## config.mk

```make
export PLATFORM = sky130hd
export DESIGN_NAME = boot_loader
export DESIGN_NICKNAME = d
export VERILOG_FILES = /design/src/rtl/boot_loader.sv
export SDC_FILE = /design/constraint.sdc
export NUM_CORES = 1
export LEC_CHECK = 0
export BUFFER_PORTS_ARGS = -buffer_cell sky130_fd_sc_hd__buf_2
export CAP_MARGIN = 30
export CORE_MARGIN = 10
export CORE_UTILIZATION = 36
export DETAILED_ROUTE_END_ITERATION = 10
export HOLD_SLACK_MARGIN = 0.03
export MAX_ROUTING_LAYER = met4
export SYNTH_ARGS = -nofsm -noshare
export SYNTH_HDL_FRONTEND = slang
export SYNTH_SLANG_ARGS = --single-unit
```

## constraint.sdc

```tcl
create_clock -name clk -period 3.6 [get_ports clk]
set_input_delay 0.54 -clock clk [delete_from_list [all_inputs] [get_ports clk]]
set_output_delay 0.54 -clock clk [all_outputs]
set_load 0.01 [all_outputs]
```

## src/rtl/boot_loader.sv

```systemverilog
// boot_loader: write side of the CPU32 instruction memory.
// Receives a framed byte stream (MAGIC, BASE, COUNT, data words), assembles
// little-endian 32-bit words, writes them to word-addressed instruction RAM,
// and holds the core in reset until the whole image has been written.
// Build option: define BOOT_LOADER_CHECKSUM_EN to require a trailing XOR
// checksum byte over all data bytes before the core is released.
module boot_loader #(
   parameter logic [7:0]  MAGIC   = 8'hA5,
   parameter int unsigned TIMEOUT = 1024
) (
   input  logic        clk,
   input  logic        rst,
   input  logic [7:0]  rx_data,
   input  logic        rx_valid,
   output logic        rx_ready,
   output logic        mem_we,
   output logic [31:0] mem_addr,
   output logic [31:0] mem_wdata,
   output logic        cpu_rst,
   output logic        done,
   output logic        err
);

   typedef enum logic [2:0] {
      S_IDLE     = 3'd0,
      S_HDR_ADDR = 3'd1,
      S_HDR_CNT  = 3'd2,
      S_DATA     = 3'd3,
`ifdef BOOT_LOADER_CHECKSUM_EN
      S_CSUM     = 3'd4,
`endif
      S_DONE     = 3'd5
   } state_t;

   localparam logic [31:0] TIMEOUT_W  = TIMEOUT;
   localparam bit          TIMEOUT_ON = (TIMEOUT != 0);

   state_t      state_q, state_d;
   logic [1:0]  byte_cnt_q, byte_cnt_d;
   logic [23:0] shift_q, shift_d;
   logic [31:0] base_q, base_d;
   logic [31:0] count_q, count_d;
   logic [31:0] word_idx_q, word_idx_d;
   logic [31:0] idle_q, idle_d;
   logic        mem_we_q, mem_we_d;
   logic [31:0] mem_addr_q, mem_addr_d;
   logic [31:0] mem_wdata_q, mem_wdata_d;
   logic        done_q, done_d;
   logic        cpu_rst_q, cpu_rst_d;
   logic        err_q, err_d;
`ifdef BOOT_LOADER_CHECKSUM_EN
   logic [7:0]  csum_q, csum_d;
`endif

   logic        accept;
   logic        last_byte;
   logic        timed;
   logic [31:0] assembled;
   logic [31:0] idle_inc;

   // The loader never stalls the host; it only refuses bytes during reset.
   assign rx_ready  = ~rst;
   assign accept    = rx_valid & ~rst;
   assign last_byte = (byte_cnt_q == 2'd3);
   assign assembled = {rx_data, shift_q};
   assign idle_inc  = idle_q + 32'd1;

   // Next-state logic: frame parsing, word assembly, RAM writes and idle timeout.
   always_comb begin
      state_d     = state_q;
      byte_cnt_d  = byte_cnt_q;
      shift_d     = shift_q;
      base_d      = base_q;
      count_d     = count_q;
      word_idx_d  = word_idx_q;
      idle_d      = 32'd0;
      mem_we_d    = 1'b0;
      mem_addr_d  = mem_addr_q;
      mem_wdata_d = mem_wdata_q;
      done_d      = done_q;
      cpu_rst_d   = cpu_rst_q;
      err_d       = err_q;
`ifdef BOOT_LOADER_CHECKSUM_EN
      csum_d      = csum_q;
`endif
      timed       = 1'b0;

      case (state_q)
         S_IDLE: begin
            if (accept && (rx_data == MAGIC)) begin
               state_d    = S_HDR_ADDR;
               err_d      = 1'b0;
               byte_cnt_d = 2'd0;
`ifdef BOOT_LOADER_CHECKSUM_EN
               csum_d     = 8'h00;
`endif
            end
         end

         S_HDR_ADDR: begin
            timed = 1'b1;
            if (accept) begin
               shift_d    = assembled[31:8];
               byte_cnt_d = byte_cnt_q + 2'd1;
               if (last_byte) begin
                  base_d  = assembled;
                  state_d = S_HDR_CNT;
               end
            end
         end

         S_HDR_CNT: begin
            timed = 1'b1;
            if (accept) begin
               shift_d    = assembled[31:8];
               byte_cnt_d = byte_cnt_q + 2'd1;
               if (last_byte) begin
                  count_d    = assembled;
                  word_idx_d = 32'd0;
                  if (assembled == 32'd0) begin
`ifdef BOOT_LOADER_CHECKSUM_EN
                     state_d   = S_CSUM;
`else
                     state_d   = S_DONE;
                     done_d    = 1'b1;
                     cpu_rst_d = 1'b0;
`endif
                  end else begin
                     state_d = S_DATA;
                  end
               end
            end
         end

         S_DATA: begin
            timed = 1'b1;
            if (accept) begin
               shift_d    = assembled[31:8];
               byte_cnt_d = byte_cnt_q + 2'd1;
`ifdef BOOT_LOADER_CHECKSUM_EN
               csum_d     = csum_q ^ rx_data;
`endif
               if (last_byte) begin
                  mem_we_d    = 1'b1;
                  mem_addr_d  = base_q + word_idx_q;
                  mem_wdata_d = assembled;
                  word_idx_d  = word_idx_q + 32'd1;
                  if (word_idx_q == (count_q - 32'd1)) begin
`ifdef BOOT_LOADER_CHECKSUM_EN
                     state_d   = S_CSUM;
`else
                     state_d   = S_DONE;
                     done_d    = 1'b1;
                     cpu_rst_d = 1'b0;
`endif
                  end
               end
            end
         end

`ifdef BOOT_LOADER_CHECKSUM_EN
         S_CSUM: begin
            timed = 1'b1;
            if (accept) begin
               if (rx_data == csum_q) begin
                  state_d   = S_DONE;
                  done_d    = 1'b1;
                  cpu_rst_d = 1'b0;
               end else begin
                  state_d = S_IDLE;
                  err_d   = 1'b1;
               end
            end
         end
`endif

         S_DONE: begin
            if (accept && (rx_data == MAGIC)) begin
               state_d    = S_HDR_ADDR;
               done_d     = 1'b0;
               cpu_rst_d  = 1'b1;
               err_d      = 1'b0;
               byte_cnt_d = 2'd0;
`ifdef BOOT_LOADER_CHECKSUM_EN
               csum_d     = 8'h00;
`endif
            end
         end

         default: begin
            state_d = S_IDLE;
         end
      endcase

      if (timed && !accept && TIMEOUT_ON) begin
         idle_d = idle_inc;
         if (idle_inc == TIMEOUT_W) begin
            idle_d     = 32'd0;
            state_d    = S_IDLE;
            err_d      = 1'b1;
            byte_cnt_d = 2'd0;
         end
      end
   end

   // State register with synchronous reset; reset also cancels any pending write.
   always_ff @(posedge clk) begin
      if (rst) begin
         state_q     <= S_IDLE;
         byte_cnt_q  <= 2'd0;
         shift_q     <= 24'd0;
         base_q      <= 32'd0;
         count_q     <= 32'd0;
         word_idx_q  <= 32'd0;
         idle_q      <= 32'd0;
         mem_we_q    <= 1'b0;
         mem_addr_q  <= 32'd0;
         mem_wdata_q <= 32'd0;
         done_q      <= 1'b0;
         cpu_rst_q   <= 1'b1;
         err_q       <= 1'b0;
`ifdef BOOT_LOADER_CHECKSUM_EN
         csum_q      <= 8'h00;
`endif
      end else begin
         state_q     <= state_d;
         byte_cnt_q  <= byte_cnt_d;
         shift_q     <= shift_d;
         base_q      <= base_d;
         count_q     <= count_d;
         word_idx_q  <= word_idx_d;
         idle_q      <= idle_d;
         mem_we_q    <= mem_we_d;
         mem_addr_q  <= mem_addr_d;
         mem_wdata_q <= mem_wdata_d;
         done_q      <= done_d;
         cpu_rst_q   <= cpu_rst_d;
         err_q       <= err_d;
`ifdef BOOT_LOADER_CHECKSUM_EN
         csum_q      <= csum_d;
`endif
      end
   end

   assign mem_we    = mem_we_q;
   assign mem_addr  = mem_addr_q;
   assign mem_wdata = mem_wdata_q;
   assign cpu_rst   = cpu_rst_q;
   assign done      = done_q;
   assign err       = err_q;

endmodule

```

After elaboration in Yosys (flattened, before gate mapping)
Cells that the tools add are included.

Register bits after elaboration: 225. Bits of input ports: 11. Output and inout bits: 69. Logic and storage cells: 99.

$add $sub $neg: 5. Equal/unequal tests: 15. Mux-type cells: 44. Bitwise logic cells: 5. Reduce and logical (&&, ||, !) cells: 17.

Operators with widths (count): 32-bit two-way mux (4); 32-bit by 1-bit adder with 32-bit output (second input constant) (2); 32-bit case mux with 2 select lines (1); 3-bit two-way mux (11); 32-bit adder (1); 32-bit by 11-bit == test with 1-bit output (second input constant) (1); 32-bit == test (1); 32-bit zero test (1); 32-bit by 1-bit subtractor with 32-bit output (second input constant) (1); 1-bit two-way mux (20); 2-bit != test (second input constant) (7); 3-bit case mux with 4 select lines (1); 3-bit AND reduction (3); 3-bit OR reduction (3); 8-bit == test (second input constant) (1); 2-bit two-way mux (4); 8-bit AND reduction (1); 3-bit by 2-bit == test with 1-bit output (second input constant) (2); 1-bit case mux with 3 select lines (2); 5-bit AND reduction (1); 1-bit NOT (4); 2-bit case mux with 2 select lines (1); 3-bit by 1-bit == test with 1-bit output (second input constant) (1); 3-bit == test (second input constant) (1); other kinds (10) (11).

Logic depth before layout (Yosys ltp)
Word-level depth: 8. Mapped depth: 13. Gate-level depth less buffers: 12.

Worst setup path after synthesis
No wires, ideal clock.

Path kind: flip-flop to flip-flop. Start point: register count_q[4]. End point: register cpu_rst_q (netlist: cpu_rst). Setup time: 114 ps. Arrival time: 3108 ps. Required time: 3486 ps. Path slack: 378 ps. Cell stages (with the launch flop): 13. Path buffers: 3. Cells stage by stage: dfxtp_1 -> buf_6 -> or3_1 -> buf_6 -> or4_4 -> buf_6 -> o31ai_2 -> o211ai_1 -> or4_1 -> a2111oi_2 -> nand4_1 -> a2bb2oi_1 -> a21o_1.

Cells in the longest elaborated chain, start to end: 4.

RTL lines: start: declaration (RTL line 42) `logic [31:0] count_q, count_d;`; start signal: assignment (RTL line 230) `count_q <= count_d;`; 32-bit by 1-bit subtractor with 32-bit output (RTL line 148) `if (word_idx_q == (count_q - 32'd1)) begin`; 32-bit == test (RTL line 148); 2-bit != test (no line); 8-bit AND reduction (no line); end signal: assignment (RTL line 237) `cpu_rst_q <= cpu_rst_d;`; end: declaration (RTL line 49) `logic cpu_rst_q, cpu_rst_d;`.

Every way passes these cells. A chain may end at the register's enable or synchronous reset.

Final worst setup path
Start point: register count_q[9]. End point: register cpu_rst_q (netlist: cpu_rst).

The elaborated chain is that of the path after synthesis.

==> results.md <==
* Status: complete, no violations
* GRT Overall Usage at between 10% and 20%
* Post-synth EDFFs at 0
* Area Overhead vs Synth at 15.0%
* Area leader, netlist: dfxtp_1
* HPWL after DPL at approximately 24,000 µm
* CTS tree: built
* Share of the synthesized area in the top cell type at between 30% and 40%
* Vias in the first global route at approximately 9,500
* Cell depth of the worst hold path at 4
* Highest Clock Rate at ~300 MHz
* Asr flop ratio synth at 0%
* R2r worst-path depth at 9
* Setup bufs post-CTS at 0
* YS warnings at 0
* Synth Net Count at ~1,500
* Worst path top cell family by delay: simple AND/OR/NAND/NOR gates
* Crit. path cell count at 9
* Min Tclk post-route at roughly 3.4 ns
* DP Area at between 10,000 and 15,000 µm²
* Finished Cell Area at 13,200 µm²
* Initial core utilization at roughly 36%
* Worst Setup Start Kind: register
* Lkg Pwr at between 5 and 6 nW
* Clock sink count at 225
* Slew headroom at a little over two fifths
* Critical path capture point: cpu_rst$_SDFFE_PP1P_
* Synthesized area at ~11,000 µm²
* Die Wd at a little under 200 µm
* Crit Path Class: register to register
* Crit-path cells: or4_1 -> or4_4 -> o31ai_2 -> o211ai_1 -> or4_1 -> a2111oi_2 -> nand4_1 -> a2bb2oi_1 -> a21o_1
* Vias/cell at around 5.2
* Worst setup EP type: register
* Pwr dens at a little over 400 nW/µm²
* Fin util at a little over two fifths
* Worst min path class: input pin to register
* RSZ-0062 raised after global routing: false
* Buffers and inverters on the worst path at 0
* Crit. Startpoint: count_q[9]$_SDFFE_PP0P_
* Syn Area/Cell at approximately 7.7 µm²
* CTS root buf: clkbuf_16
* Setup TNS at 0 ns
* Post-Syn Instances at roughly 1,500
* Endpoints failing hold at 0
* Gpl congestion at 1.00
* Initial drt markers at roughly 730
* CTS buffer count at 27
* Share of layout cells above drive strength 1 at 11.1%
* Clock Latency Late Sink at between 0.5 and 0.6 ns
* Top cells by area, synth: dfxtp_1 (39%), nand2_1 (11%), a21oi_1 (7.7%)
* Skew final at ~0.013 ns
* Synth cell types at 63
* Worst-path fanout max at 8
* Period utilization at between 90 and 100%
* Antenna violations before repair at 0
* WP data arrival at between 3 and 4 ns
* Resized Gates After CTS at 0
* Post-Route WL at 33,300 µm
* I/O Pins at 80
* Worst slew pin tran at about 0.85 ns
* R2R Setup Slk at a little under 0.2 ns
* IO Port Bufs at 79
* Max-slew violation count at 0
* CP max-delay cell: or4_1
* Std-Cell Rows at 65
* First-pass GRT wire length at between 50,000 and 60,000 µm
* Register area share after synthesis at between 30% and 40%
* Ys flop type: dfxtp_1
* Drt drc at 0
* CORE AREA at ~31,000 µm²
* Routed Antenna Nets at 0
* Reg-to-reg startpoint: count_q[9]$_SDFFE_PP0P_
* Post-layout net count at 1,585
* Peak VDD IR at around 0.32 mV
* Final setup violation count at 0
* CP peak stage delay at between 0.6 and 0.7 ns
* Largest net degree at the start of global routing at 76
* Gr ovfl total at 0
* Worst flop-to-flop path endpoint: cpu_rst$_SDFFE_PP1P_
* Worst EP required at approximately 4.0 ns
* Fillcell total at around 3,200
* Yosys reg bits at around 230
* Hold Buf Count CTS at 0
* Max-cap violation count at 0
* Most common cell on crit path: or4_1
* CTS max path bufs at 3
* Chip Height at 198 µm
* H-tree depth at 1
* Vias at 10,200
* First-pass iteration count of the detailed router at 5
* Total Die Area at between 30,000 and 40,000 µm²
* DR WL/cell at roughly 17 µm
* Clk slew on worst S/H paths at 0.06 ns
synth_stat cells, drive strengths merged (2+ instances only):
cell     count
or4         11
nand3       52
o31ai        6
clkbuf      80
nor4        25
o2111ai      5
nor3b        5
a31o         3
nand3b       3
o21bai       5
a21oi      176
or3          9
a211oi       8
xor2        72
o22ai        2
nand4       25
ha          36
and4         6
or2          8
o32ai        3
a2111oi      3
a211o        2
nor2b       14
o21ai       59
and2         9
a21o        14
nand2      342
mux2i        7
nor4b        2
o211ai       6
nand2b      13
a31oi        8
a32o         2
dfxtp      225
clkinv       2
and3        13
inv         16
nor4bb       2
buf          8
nor3        33
or3b         2
o21a         2
xnor2       50
nor2       101
area by class of cell:
cell class                      instances  area (µm²)  share of cell area, %
Timing Repair Buffer                  109         636                   4.83
Sequential cell                       225        4500                   34.2
Multi-Input combinational cell       1156        6530                   49.6
Clock inverter                         12         170                   1.29
Clock buffer                           36         759                   5.77
Inverter                               18        67.6                  0.513
Tap cell                              402         503                   3.82
Antenna cell                            1        2.50                 0.0190
routing by layer:
layer  vias up  GRT usage, %  part of all wire [%]
met5         -             -                     0
met4         0          3.53                   1.8
met3        48          2.51                   5.7
met2       246          25.0                    42
met1      4718          24.4                    50
li1       5224             -                     -
registers in the layout, indices dropped and copies added (netlist names):
name / cells
base_q: 32
count_q: 32
idle_q: 32
mem_addr: 32
mem_wdata: 32
word_idx_q: 32
shift_q: 24
state_q: 3
byte_cnt_q: 2
cpu_rst: 1
done: 1
err: 1
mem_we: 1
through the flow:
step	setup slack [ns]	instances	power, W	hold slack (ns)
2_1_floorplan	0.378	1487	0.00258	0.440
3_3_place_gp	0.253	1910	0.00261	0.439
3_5_place_dp	0.271	1910	0.00261	0.442
4_1_cts	0.229	1958	0.00547	0.308
5_1_grt	0.0224	1958	0.00557	0.331
6_report	0.197	1959	0.00540	0.322
power breakdown:
group          total (W)  internal [W]  switching (W)
sequential       0.00249       0.00249    0.000000135
combinational  0.0000681     0.0000109      0.0000573
clock            0.00284       0.00176        0.00108
total            0.00540       0.00426        0.00114
cell families (layout without fill, tap and decap cells):
| kind of cell | Yosys count | in the layout | share of synthesized area (%) |
|---|---|---|---|
| AOI/OAI and AO/OA | 312 | 312 | 15.6 |
| DFF | 225 | 225 | 39.3 |
| muxes | 9 | 9 | 0.907 |
| xor gates and xnor gates | 122 | 122 | 9.33 |
| and+or+nand+nor | 676 | 676 | 26.9 |
| other | 0 | 1 | 0 |
| adders and majority gates | 37 | 37 | 4.11 |
| buffers and inverters | 106 | 175 | 3.73 |
worst register-to-register path: stages, from the launching register on:
cell	delay, ns
dfxtp_1	0.30
or4_1	0.63
or4_4	0.53
o31ai_2	0.26
o211ai_1	0.13
or4_1	0.57
a2111oi_2	0.30
nand4_1	0.20
a2bb2oi_1	0.21
a21o_1	0.17
placed cells by master (no fill, tap or decap), types with 4 or more instances in the layout:
cell type    n
nand2b_1    13
and4_1       6
and3_1      13
a21oi_1    176
clkbuf_16   27
nor4_1      25
nor3_1      32
or4_1       10
o21bai_1     5
nor2_1     100
o211ai_1     6
xor2_1      72
dfxtp_1    225
nor3b_1      4
xnor2_1     50
o2111ai_1    5
nand4_1     25
a31oi_1      8
a21o_1      14
or3_1        9
bufinv_16    4
and2_1       9
clkbuf_8     5
a211oi_1     8
clkinv_2     5
o31ai_1      5
mux2i_1      7
inv_1       16
or2_2        6
ha_1        36
nor2b_1     14
clkbuf_1     4
nand2_1    341
nand3_1     52
buf_4       30
o21ai_0     59
buf_2       78
worst min path at each step:
stage | start | endpoint | slack, ns
floorplan | idle_q[0]$_SDFF_PP0_ | idle_q[0]$_SDFF_PP0_ | 0.44
CTS | rx_valid | err$_SDFF_PP0_ | 0.31
finish | rx_valid | err$_SDFF_PP0_ | 0.32
global placement | mem_addr[13]$_SDFFE_PP0P_ | mem_addr[13]$_SDFFE_PP0P_ | 0.44
detailed placement | mem_addr[16]$_SDFFE_PP0P_ | mem_addr[16]$_SDFFE_PP0P_ | 0.44
global route | rx_data[1] | mem_wdata[25]$_SDFFE_PP0P_ | 0.33
Power figures use the tool's default switching activity.
